<file path="src/rtl/a2d_pkg.sv">
// Shared types and helpers for the A2D round-robin scheduler.
package a2d_pkg;

  typedef enum logic [1:0] {SLOT_LFT, SLOT_RGHT, SLOT_STEER, SLOT_BATT} slot_e;

  typedef enum logic [1:0] {IDLE, CMD, GAP, READ} state_e;

  localparam logic [10:0] CMD_PAD = 11'h000;

  function automatic logic [2:0] slot_chnl(
    input slot_e      slot,
    input logic [2:0] ch_lft,
    input logic [2:0] ch_rght,
    input logic [2:0] ch_steer,
    input logic [2:0] ch_batt
  );
    logic [2:0] ch;
    case (slot)
      SLOT_LFT:   ch = ch_lft;
      SLOT_RGHT:  ch = ch_rght;
      SLOT_STEER: ch = ch_steer;
      default:    ch = ch_batt;
    endcase
    return ch;
  endfunction

endpackage

</file>
<file path="src/rtl/a2d_gap_cntr.sv">
// Loadable down-counter timing the idle gap between the command and read transactions.
module a2d_gap_cntr #(
  parameter int unsigned GAP_CYC = 2
) (
  input  logic clk,
  input  logic rst_n,
  input  logic load,
  input  logic dec,
  output logic expired
);

  // Loaded with GAP_CYC-1 so the read wrt lands exactly GAP_CYC clocks after the done.
  localparam logic [3:0] LOAD_VAL = 4'(GAP_CYC - 1);

  logic [3:0] cnt_q, cnt_d;

  always_comb begin
    cnt_d = cnt_q;
    if (load) begin
      cnt_d = LOAD_VAL;
    end else if (dec && (cnt_q != '0)) begin
      cnt_d = cnt_q - 4'd1;
    end
  end

  always_ff @(posedge clk or negedge rst_n) begin
    if (!rst_n) begin
      cnt_q <= '0;
    end else begin
      cnt_q <= cnt_d;
    end
  end

  assign expired = (cnt_q == '0);

endmodule

</file>
<file path="src/rtl/a2d_rr_sched.sv">
// Round-robin scheduler sharing the A2D SPI link between four analog sources.
// Define A2D_AVG_EN to make each result register a two-sample running average.
module a2d_rr_sched
  import a2d_pkg::*;
#(
  parameter logic [2:0]  CH_LFT   = 3'd0,
  parameter logic [2:0]  CH_RGHT  = 3'd4,
  parameter logic [2:0]  CH_STEER = 3'd5,
  parameter logic [2:0]  CH_BATT  = 3'd6,
  parameter int unsigned GAP_CYC  = 2
) (
  input  logic        clk,
  input  logic        rst_n,
  input  logic        nxt,
  output logic        wrt,
  output logic [15:0] cmd,
  input  logic        done,
  input  logic [15:0] rd_data,
  output logic [11:0] lft_ld,
  output logic [11:0] rght_ld,
  output logic [11:0] steer_pot,
  output logic [11:0] batt,
  output logic        busy,
  output logic        cnv_cmplt
);

  state_e      state_q, state_d;
  slot_e       rr_q, rr_d;
  logic        pending_q, pending_d;
  logic        wrt_q, wrt_d;
  logic        busy_q, busy_d;
  logic        cnv_q, cnv_d;
  logic [15:0] cmd_q, cmd_d;
  logic [11:0] res_q [4];
  logic [11:0] res_d [4];
  logic [11:0] sample;
  logic        gap_load, gap_dec, gap_expired;
  logic        unused_rd_hi;

  assign unused_rd_hi = ^rd_data[15:12];

`ifdef A2D_AVG_EN
  logic [3:0] seeded_q, seeded_d;

  always_comb begin
    sample = rd_data[11:0];
    if (seeded_q[rr_q]) begin
      sample = 12'((13'({1'b0, res_q[rr_q]}) + 13'({1'b0, rd_data[11:0]})) >> 1);
    end
  end
`else
  always_comb begin
    sample = rd_data[11:0];
  end
`endif

  a2d_gap_cntr #(
    .GAP_CYC(GAP_CYC)
  ) u_gap_cntr (
    .clk    (clk),
    .rst_n  (rst_n),
    .load   (gap_load),
    .dec    (gap_dec),
    .expired(gap_expired)
  );

  always_comb begin
    state_d   = state_q;
    rr_d      = rr_q;
    pending_d = pending_q;
    wrt_d     = 1'b0;
    busy_d    = busy_q;
    cnv_d     = 1'b0;
    cmd_d     = cmd_q;
    res_d     = res_q;
    gap_load  = 1'b0;
    gap_dec   = 1'b0;
`ifdef A2D_AVG_EN
    seeded_d  = seeded_q;
`endif
    // Any request outside IDLE (including one coincident with the final done) waits one-deep.
    if (nxt && (state_q != IDLE)) begin
      pending_d = 1'b1;
    end
    case (state_q)
      IDLE: begin
        if (nxt || pending_q) begin
          cmd_d     = {2'b00, slot_chnl(rr_q, CH_LFT, CH_RGHT, CH_STEER, CH_BATT), CMD_PAD};
          wrt_d     = 1'b1;
          pending_d = 1'b0;
          busy_d    = 1'b1;
          state_d   = CMD;
        end
      end
      CMD: begin
        if (done) begin
          gap_load = 1'b1;
          state_d  = GAP;
        end
      end
      GAP: begin
        if (gap_expired) begin
          wrt_d   = 1'b1;
          state_d = READ;
        end else begin
          gap_dec = 1'b1;
        end
      end
      READ: begin
        if (done) begin
          res_d[rr_q] = sample;
          cnv_d       = 1'b1;
          rr_d        = slot_e'(rr_q + 2'd1);
          busy_d      = 1'b0;
          state_d     = IDLE;
`ifdef A2D_AVG_EN
          seeded_d[rr_q] = 1'b1;
`endif
        end
      end
      default: state_d = IDLE;
    endcase
  end

  always_ff @(posedge clk or negedge rst_n) begin
    if (!rst_n) begin
      state_q   <= IDLE;
      rr_q      <= SLOT_LFT;
      pending_q <= 1'b0;
      wrt_q     <= 1'b0;
      busy_q    <= 1'b0;
      cnv_q     <= 1'b0;
      cmd_q     <= '0;
      res_q     <= '{default: '0};
`ifdef A2D_AVG_EN
      seeded_q  <= '0;
`endif
    end else begin
      state_q   <= state_d;
      rr_q      <= rr_d;
      pending_q <= pending_d;
      wrt_q     <= wrt_d;
      busy_q    <= busy_d;
      cnv_q     <= cnv_d;
      cmd_q     <= cmd_d;
      res_q     <= res_d;
`ifdef A2D_AVG_EN
      seeded_q  <= seeded_d;
`endif
    end
  end

  assign wrt       = wrt_q;
  assign cmd       = cmd_q;
  assign busy      = busy_q;
  assign cnv_cmplt = cnv_q;
  assign lft_ld    = res_q[SLOT_LFT];
  assign rght_ld   = res_q[SLOT_RGHT];
  assign steer_pot = res_q[SLOT_STEER];
  assign batt      = res_q[SLOT_BATT];

endmodule

</file>
<file path="config.mk">
export PLATFORM = sky130hd
export DESIGN_NAME = a2d_rr_sched
export DESIGN_NICKNAME = d
export VERILOG_FILES = /design/src/rtl/a2d_pkg.sv /design/src/rtl/a2d_gap_cntr.sv /design/src/rtl/a2d_rr_sched.sv
export SDC_FILE = /design/constraint.sdc
export NUM_CORES = 1
export LEC_CHECK = 0
export CAP_MARGIN = 20
export CORE_ASPECT_RATIO = 1.5
export CORE_MARGIN = 2
export CORE_UTILIZATION = 41
export CTS_BUF_LIST = sky130_fd_sc_hd__clkbuf_8 sky130_fd_sc_hd__clkbuf_16
export DETAILED_ROUTE_END_ITERATION = 12
export PLACE_DENSITY = 0.82
export SYNTH_ARGS = -nofsm -noshare
export SYNTH_HDL_FRONTEND = slang
export SYNTH_SLANG_ARGS = --single-unit
</file>
<file path="constraint.sdc">
create_clock -name clk -period 1.7 [get_ports clk]
set_input_delay 0.255 -clock clk [delete_from_list [all_inputs] [get_ports clk]]
set_output_delay 0.255 -clock clk [all_outputs]
set_load 0.02 [all_outputs]
</file>
After elaboration in Yosys (flattened, before gate mapping). Cells that the tools add are included.

Add/subtract/negate cells: 2. Magnitude comparators: 2. Equality and inequality tests: 9. Mux-type cells: 25. Bitwise logic cells: 1. Reduce and logical (&&, ||, !) cells: 15.

Operators by type and width (count): $bwmux W48 (1); $demux W12 S2 (1); $mux W1 (12); $mux W12 (1); $pmux W3 S3 (1); $mux W2 (4); $mux W4 (2); $ne A2 B2 Y1 const B (4); $pmux W2 S4 (1); $eq A2 B2 Y1 const B (3); $reduce_bool A2 Y1 (3); $eq A2 B1 Y1 const B (2); $logic_not A2 Y1 (2); $logic_not A4 Y1 (1); $pmux W1 S2 (2); $reduce_and A2 Y1 (2); $reduce_and A4 Y1 (1); $reduce_bool A4 Y1 (1); $sub A4 B1 Y4 const B (1); $ge A3 B3 Y1 const B (1); $logic_and A1 B1 Y1 (3); $lt A3 B1 Y1 const B (1); $not A2 Y3 (1); $reduce_and A3 Y1 (1); other kinds (2) (2).

Register bits: 63. Output and inout bits: 67. Word-level logic and storage cells: 66.

Longest topological paths before layout. Gate-level depths: netlist of run 1.

Depth after elaboration: 6. Gate-level depth with buffers: 6. Mapped depth without buffers: 5.

By module. A second synthesis of run 1 with hierarchy kept.

Cells, all modules: 193. Area, all modules: 2955.3 µm².

By module, submodules not included: a2d_rr_sched (times used 1, cells an instance 169, area each 2708.8 µm², seq. area each 1476.4 µm²); a2d_gap_cntr (times used 1, cells an instance 24, area each 246.5 µm², seq. area each 100.1 µm²).

Worst setup path after synthesis of run 1. No wires, ideal clock.

Path type: register -> register. Start point: register u_gap_cntr.cnt_q[0]. End point: register state_q[1]. Library setup time: 0.125 ns. Arrival: 1.607 ns. Path slack: -0.032 ns. Stages on the path, launching flop included: 7. Clock period less this slack: 1.732 ns. Cells stage by stage: dfrtp_1 -> inv_1 -> ha_1 -> or3b_1 -> buf_6 -> a221oi_4 -> mux2_4.

Word-level cells in the longest chain between the ends: 3.

RTL lines: from (decl) (line a2d_gap_cntr.sv:15) `logic [3:0] cnt_q, cnt_d;`; from (signal assigned) (line a2d_gap_cntr.sv:30) `cnt_q <= cnt_d;`; $logic_not A4 Y1 (line a2d_gap_cntr.sv:34) `assign expired = (cnt_q == '0);`; $ne A2 B2 Y1 (no source line); $reduce_and A4 Y1 (no source line); to (signal assigned) (line a2d_rr_sched.sv:139) `state_q <= state_d;`; to (decl) (line a2d_rr_sched.sv:27) `state_e state_q, state_d;`.

Every way passes these cells. A chain may end at the register's enable or synchronous reset.

Final worst setup path of run 1. Ends and elaborated chain as after synthesis.

==> results of run 1 <==
path summary, 6_finish.rpt:
kind / from / to / slack [ns]
min reg2reg: lft_ld[1]$_DFFE_PN0P_ / lft_ld[1]$_DFFE_PN0P_ / 0.50
max reg2reg: u_gap_cntr.cnt_q[0]$_DFFE_PN0P_ / state_q[1]$_DFFE_PN0P_ / -0.06
min: rst_n / state_q[1]$_DFFE_PN0P_ / 0.45
min in group clk: lft_ld[1]$_DFFE_PN0P_ / lft_ld[1]$_DFFE_PN0P_ / 0.50
max in group asynchronous: rst_n / lft_ld[0]$_DFFE_PN0P_ / 0.98
max: u_gap_cntr.cnt_q[0]$_DFFE_PN0P_ / state_q[1]$_DFFE_PN0P_ / -0.06
flip-flops by register name, summed over array words and instances (netlist names):
signal,cells
rght_ld,12
busy,1
rr_q,2
pending_q,1
cnv_cmplt,1
lft_ld,12
state_q,2
batt,12
cmd,3
u_gap_cntr.cnt_q,4
wrt,1
steer_pot,12
cell families (layout without fill, tap and decap cells):
group | after synthesis | in the layout | share of synthesized area
xor+xnor | 2 | 2 | 0.00645
flops | 63 | 63 | 0.580
fa+ha+maj | 12 | 12 | 0.0552
mux | 52 | 52 | 0.216
simple gates | 18 | 18 | 0.0322
buf+inv | 29 | 113 | 0.0635
other cells | 1 | 13 | 0.00138
compound gates | 16 | 16 | 0.0447
per-layer routing:
| layer | up-vias | global-route usage |
|---|---|---|
| li1 | 818 | - |
| met1 | 872 | 0.195 |
| met5 | - | 0 |
| met2 | 52 | 0.277 |
| met3 | 10 | 0.0506 |
| met4 | 0 | 0.0742 |
per-stage QoR:
step / hold WS, ns / total power [mW] / worst slack (ns)
4_1_cts: 0.455 / 7.78 / -0.0662
5_1_grt: 0.497 / 8.18 / -0.132
3_3_place_gp: 0.287 / 6.22 / -0.0652
3_5_place_dp: 0.292 / 6.35 / -0.0906
2_1_floorplan: -0.0406 / 4.63 / -0.0324
6_report: 0.450 / 7.73 / -0.0622
final cells by class:
type                       instances  area [µm²]  area share
multi-input combinational        113        1030       0.269
tap                               76        95.1      0.0249
clock inverter                     7        88.8      0.0233
sequential                        63        1580       0.413
timing repair buffer              88         872       0.228
clock buffer                       9         124      0.0324
inverter                           9        33.8     0.00885
power breakdown:
part	internal [mW]	leakage [nW]	total (mW)	switching (mW)
clock network	0.814	0.106	1.38	0.570
logic	1.99	0.882	3.71	1.72
registers	2.22	0.779	2.63	0.414
cell usage in the layout (no fill, tap or decap), drive strengths merged, types with 3 or more instances in the layout:
cell type / synthesis / final
ha: 12 / 12
nand2: 8 / 8
clkdlybuf4s50: 0 / 68
conb: 1 / 13
dfrtp: 63 / 63
a21oi: 3 / 3
clkbuf: 0 / 9
buf: 20 / 19
inv: 9 / 10
o21ai: 7 / 7
mux2: 51 / 51
worst max-delay path: stages (launching register included):
cell and delay [ns]:
dfrtp_1 0.39, inv_1 0.07, ha_2 0.18, or3b_4 0.40, a221oi_4 0.28, mux2_4 0.33
what timing repair did:
item / in CTS / in global routing
hold buffers: 1 / 0
setup endpoints to repair: 14 / 47
resized for setup: 4 / 4
cloned: 0 / 0
setup buffers: 0 / 1
hold endpoints to repair: 63 / 0
==> flow_summary_export.csv, run 1 <==
group,metric,value,unit
status,status,"finished, violations left",
status,violations,"setup timing",
yosys,yosys.cell_types.count,29,
setup_path,path_class,"flip-flop to flip-flop",
global_route,grt_pass1_vias,1836,
setup_path,crit_path_end_kind,"flip-flop",
clocking,cts_tree,"done",
clocking,cts_made_buffers,9,
yosys,ys_warn_count,0,
floorplanning,core_area,6440,µm²
route,wl_per_cell,15.2,µm
setup_path,critPathLaunchType,"flip-flop",
final_layout,fill_cells,524,
placement,io_buffers,69,
power_and_ir_drop,p_leak,1.77,nW
yosys,yosys.area.top_type_share,0.580,
timing,finalHoldViolCount,0,
setup_path,required,1.92,ns
yosys,synth.most_common_cell,"dfrtp_1",
final_layout,drive_above_1_share,0.325,
timing,layout_worst_path_cycle_share,1.04,
power_and_ir_drop,power_density,2020,nW/µm²
yosys,yosysSeqAreaShare,0.580,
yosys,ys.flop_type,"dfrtp_1",
route,drt_iter0_drc,45,
floorplanning,pin_count,87,
placement,globalplace.congestion,0.823,
clocking,cts_max_level,3,
route,drc_errors,0,
route,dr_wl_met3,285,µm
global_route,grt_pass1_wl,9.23,mm
floorplanning,dieArea,7310,µm²
min_path,hold_path.class,"input port to async pin",
clocking,clkLatencyLatePin,0.35,ns
yosys,ys_ff_latch,63,
yosys,synthesis.area,2720,µm²
floorplanning,die_x,70.5,µm
global_route,gr-total-overflow,0,
yosys,yosys-top-cells-count,"63 x dfrtp_1, 50 x mux2_2, 13 x buf_4",
yosys,synth_area_leaders,"dfrtp_1 58%, mux2_2 21%, ha_1 5.5%",
global_route,grt_start_max_net_pins,64,
global_route,grt.total_usage,0.166,
timing,rsz0062_at_grt,"yes",
final_layout,fin_nets,316,
timing,fin_ws,-0.0622,ns
final_layout,final_util,0.593,
yosys,synth_async_sr_flop_share,1.00,
setup_path,cp_data_arrival_time,1.99,ns
route,avgViaCountPerCell,4.80,
route,dr_wl_met2,3.02,mm
timing,setup_viol,1,
timing,fmax,567,MHz
setup_path,crit_fanout,2,
final_layout,area_delta_synth_final,40.5,%
global_route,antenna_found_initial,0,
floorplanning,start_util,0.422,
timing,fin_skew,0.0111,ns
placement,dp_cells,347,
placement,place_hpwl,4.07,mm
clocking,cts_max_path_buffers,2,
final_layout,antenna_cells,0,
yosys,synth_top_area_cell,"dfrtp_1",
setup_path,rr_worst_depth,5,
route,via_count,1752,
power_and_ir_drop,ir_drop,0.880,mV
timing,slew_viol_final,0,
final_layout,finalInstanceArea,3820,µm²
route,wl,5.55,mm
placement,postPlaceCellArea,3570,µm²
flow_run,maxCapViolCount,0,
yosys,synth-edff-count,0,
timing,fin_crit,1.76,ns
floorplanning,row_count,36,
route,firstDrtPassIters,4,
final_layout,stdcell_count,365,
route,top_layer,"met4",
clocking,root_buffer,"clkbuf_8",
timing,tns,-0.0622,ns
clocking,clk_pin_slew,0.07,ns
yosys,avgSynthCellArea,14.1,µm²
clocking,cts_sinks,63,
yosys,synth_cells,193,
route,m1WireLength,2.15,mm
route,route.antenna.remaining_nets,0,
floorplanning,die_y,104,µm
(Power assumes the default switching activity.)
==> run 2, diff against run 1 <==
Settings changed: SETUP_SLACK_MARGIN set to 0.5, SLEW_MARGIN set to 20.
==> flow_summary_export.csv, run 2 (synthesis gave the netlist of run 1 again) <==
group,metric,value,unit
status,status,"finished, violations left",
status,violations,"setup timing",
power_and_ir_drop,ir_drop,0.944,mV
global_route,grt.total_usage,0.187,
timing,fin_ws,-0.0312,ns
clocking,root_buffer,"clkbuf_8",
global_route,grt_pass1_vias,1924,
global_route,gr-total-overflow,0,
setup_path,cp_data_arrival_time,1.95,ns
clocking,cts_sinks,63,
timing,rsz0062_at_grt,"yes",
floorplanning,pin_count,87,
power_and_ir_drop,p_leak,2.06,nW
setup_path,r2r_start,"u_gap_cntr.cnt_q[1]$_DFFE_PN0P_",
setup_path,required,1.92,ns
route,route.antenna.remaining_nets,0,
route,avgViaCountPerCell,4.86,
clocking,cts_max_level,3,
route,firstDrtPassIters,4,
min_path,hold_path.class,"input port to async pin",
timing,fin_skew,0.00873,ns
floorplanning,start_util,0.422,
timing,slew_viol_final,0,
final_layout,fin_nets,323,
setup_path,path_class,"flip-flop to flip-flop",
route,via_count,1807,
clocking,cts_tree,"done",
setup_path,crit_fanout,2,
placement,globalplace.congestion,0.743,
global_route,grt_pass1_wl,10.5,mm
final_layout,mostFrequentLayoutCell,"dfrtp_1",
final_layout,final_cell_mix,"62 x dfrtp_1, 55 x buf_2, 49 x mux2_4",
timing,fmax,578,MHz
floorplanning,dieArea,7310,µm²
final_layout,drive_above_1_share,0.584,
route,drt_iter0_drc,124,
floorplanning,die_y,104,µm
timing,layout_worst_path_cycle_share,1.02,
clocking,clk_pin_slew,0.08,ns
clocking,clkLatencyLatePin,0.33,ns
timing,fin_crit,1.73,ns
floorplanning,die_x,70.5,µm
clocking,cts_max_path_buffers,2,
global_route,grt_start_max_net_pins,64,
setup_path,critPathLaunchType,"flip-flop",
placement,io_buffers,69,
flow_run,maxCapViolCount,0,
placement,place_hpwl,4.02,mm
final_layout,antenna_cells,0,
setup_path,crit_start,"u_gap_cntr.cnt_q[1]$_DFFE_PN0P_",
route,drc_errors,0,
clocking,cts_made_buffers,9,
final_layout,final_util,0.625,
final_layout,area_delta_synth_final,48.1,%
floorplanning,core_area,6440,µm²
timing,tns,-0.0312,ns
route,wl_per_cell,17.3,µm
global_route,antenna_found_initial,0,
timing,finalHoldViolCount,0,
floorplanning,row_count,36,
timing,setup_viol,1,
power_and_ir_drop,power_density,2040,nW/µm²
route,wl,6.44,mm
setup_path,crit_path_end_kind,"flip-flop",
==> run 2: cell types whose count changed in the layout (fill, tap and decap cells not counted), moves of 4 or more <==
| cell | delta |
|---|---|
| ha_4 | +5 |
| nand2_1 | -4 |
| buf_2 | +54 |
| inv_1 | -4 |
| o21ai_0 | -4 |
| mux2_2 | -48 |
| ha_1 | -6 |
| nand2_8 | +8 |
| mux2_4 | +48 |
| clkdlybuf4s50_1 | -54 |
==> run 2: critical path, cell delays in order (launching register included) <==
cell and delay, ns:
dfrtp_1 0.39, inv_1 0.06, ha_2 0.17, or3b_4 0.40, a221oi_4 0.27, mux2_4 0.33
==> run 2: final timing paths <==
path	to	slack [ns]	cells after the start
max in group asynchronous	state_q[0]$_DFFE_PN0P_	0.95	3
min in group clk	cmd[13]$_DFFE_PN0P_	0.49	2
hold / removal	batt[5]$_DFFE_PN0P_	0.46	3
setup reg to reg	state_q[1]$_DFFE_PN0P_	-0.03	5
hold reg to reg	cmd[13]$_DFFE_PN0P_	0.49	2
setup / recovery	state_q[1]$_DFFE_PN0P_	-0.03	5
==> run 2: final cells by class <==
class                      instances  area, µm²
fill                             494       2420
sequential                        63       1580
multi-input combinational        117       1430
timing repair buffer              91        677
clock buffer                      10        138
tap                               76       95.1
clock inverter                     6       70.1
inverter                           9       33.8
==> run 2: where the power goes <==
part	total (mW)	switching, mW	leakage (nW)	internal, mW
clock	1.32	0.603	0.0947	0.721
combinational	4.20	2.09	1.19	2.11
sequential	2.70	0.483	0.777	2.22
==> run 2: repair_timing <==
action / CTS / global route
cloned: 4 / 0
buffers inserted: 10 / 3
hold buffers: 1 / 0
endpoints found under the hold margin: 63 / 0
pin swaps: 11 / 0
resized for setup: 247 / 5
setup endpoints to repair: 114 / 62
==> run 2: through the flow <==
step	power (mW)	instances	worst slack (ns)	cell area (µm²)	hold slack, ns
3_5_place_dp	6.77	338	-0.00543	3700	0.296
2_1_floorplan	5.15	205	-0.0324	3030	-0.0406
4_1_cts	8.20	369	-0.000468	3980	0.460
3_3_place_gp	6.65	338	-0.00397	3700	0.291
6_report	8.23	372	-0.0312	4030	0.461
5_1_grt	8.70	372	-0.114	4030	0.483
==> run 2: per-layer routing <==
layer | track usage | wire, µm | part of all wire | vias up
li1 | - | - | - | 835
met2 | 0.303 | 3220 | 0.50 | 66
met3 | 0.0564 | 427 | 0.066 | 8
met4 | 0.0618 | 97 | 0.015 | 0
met5 | 0 | 0 | 0 | -
met1 | 0.239 | 2700 | 0.42 | 898
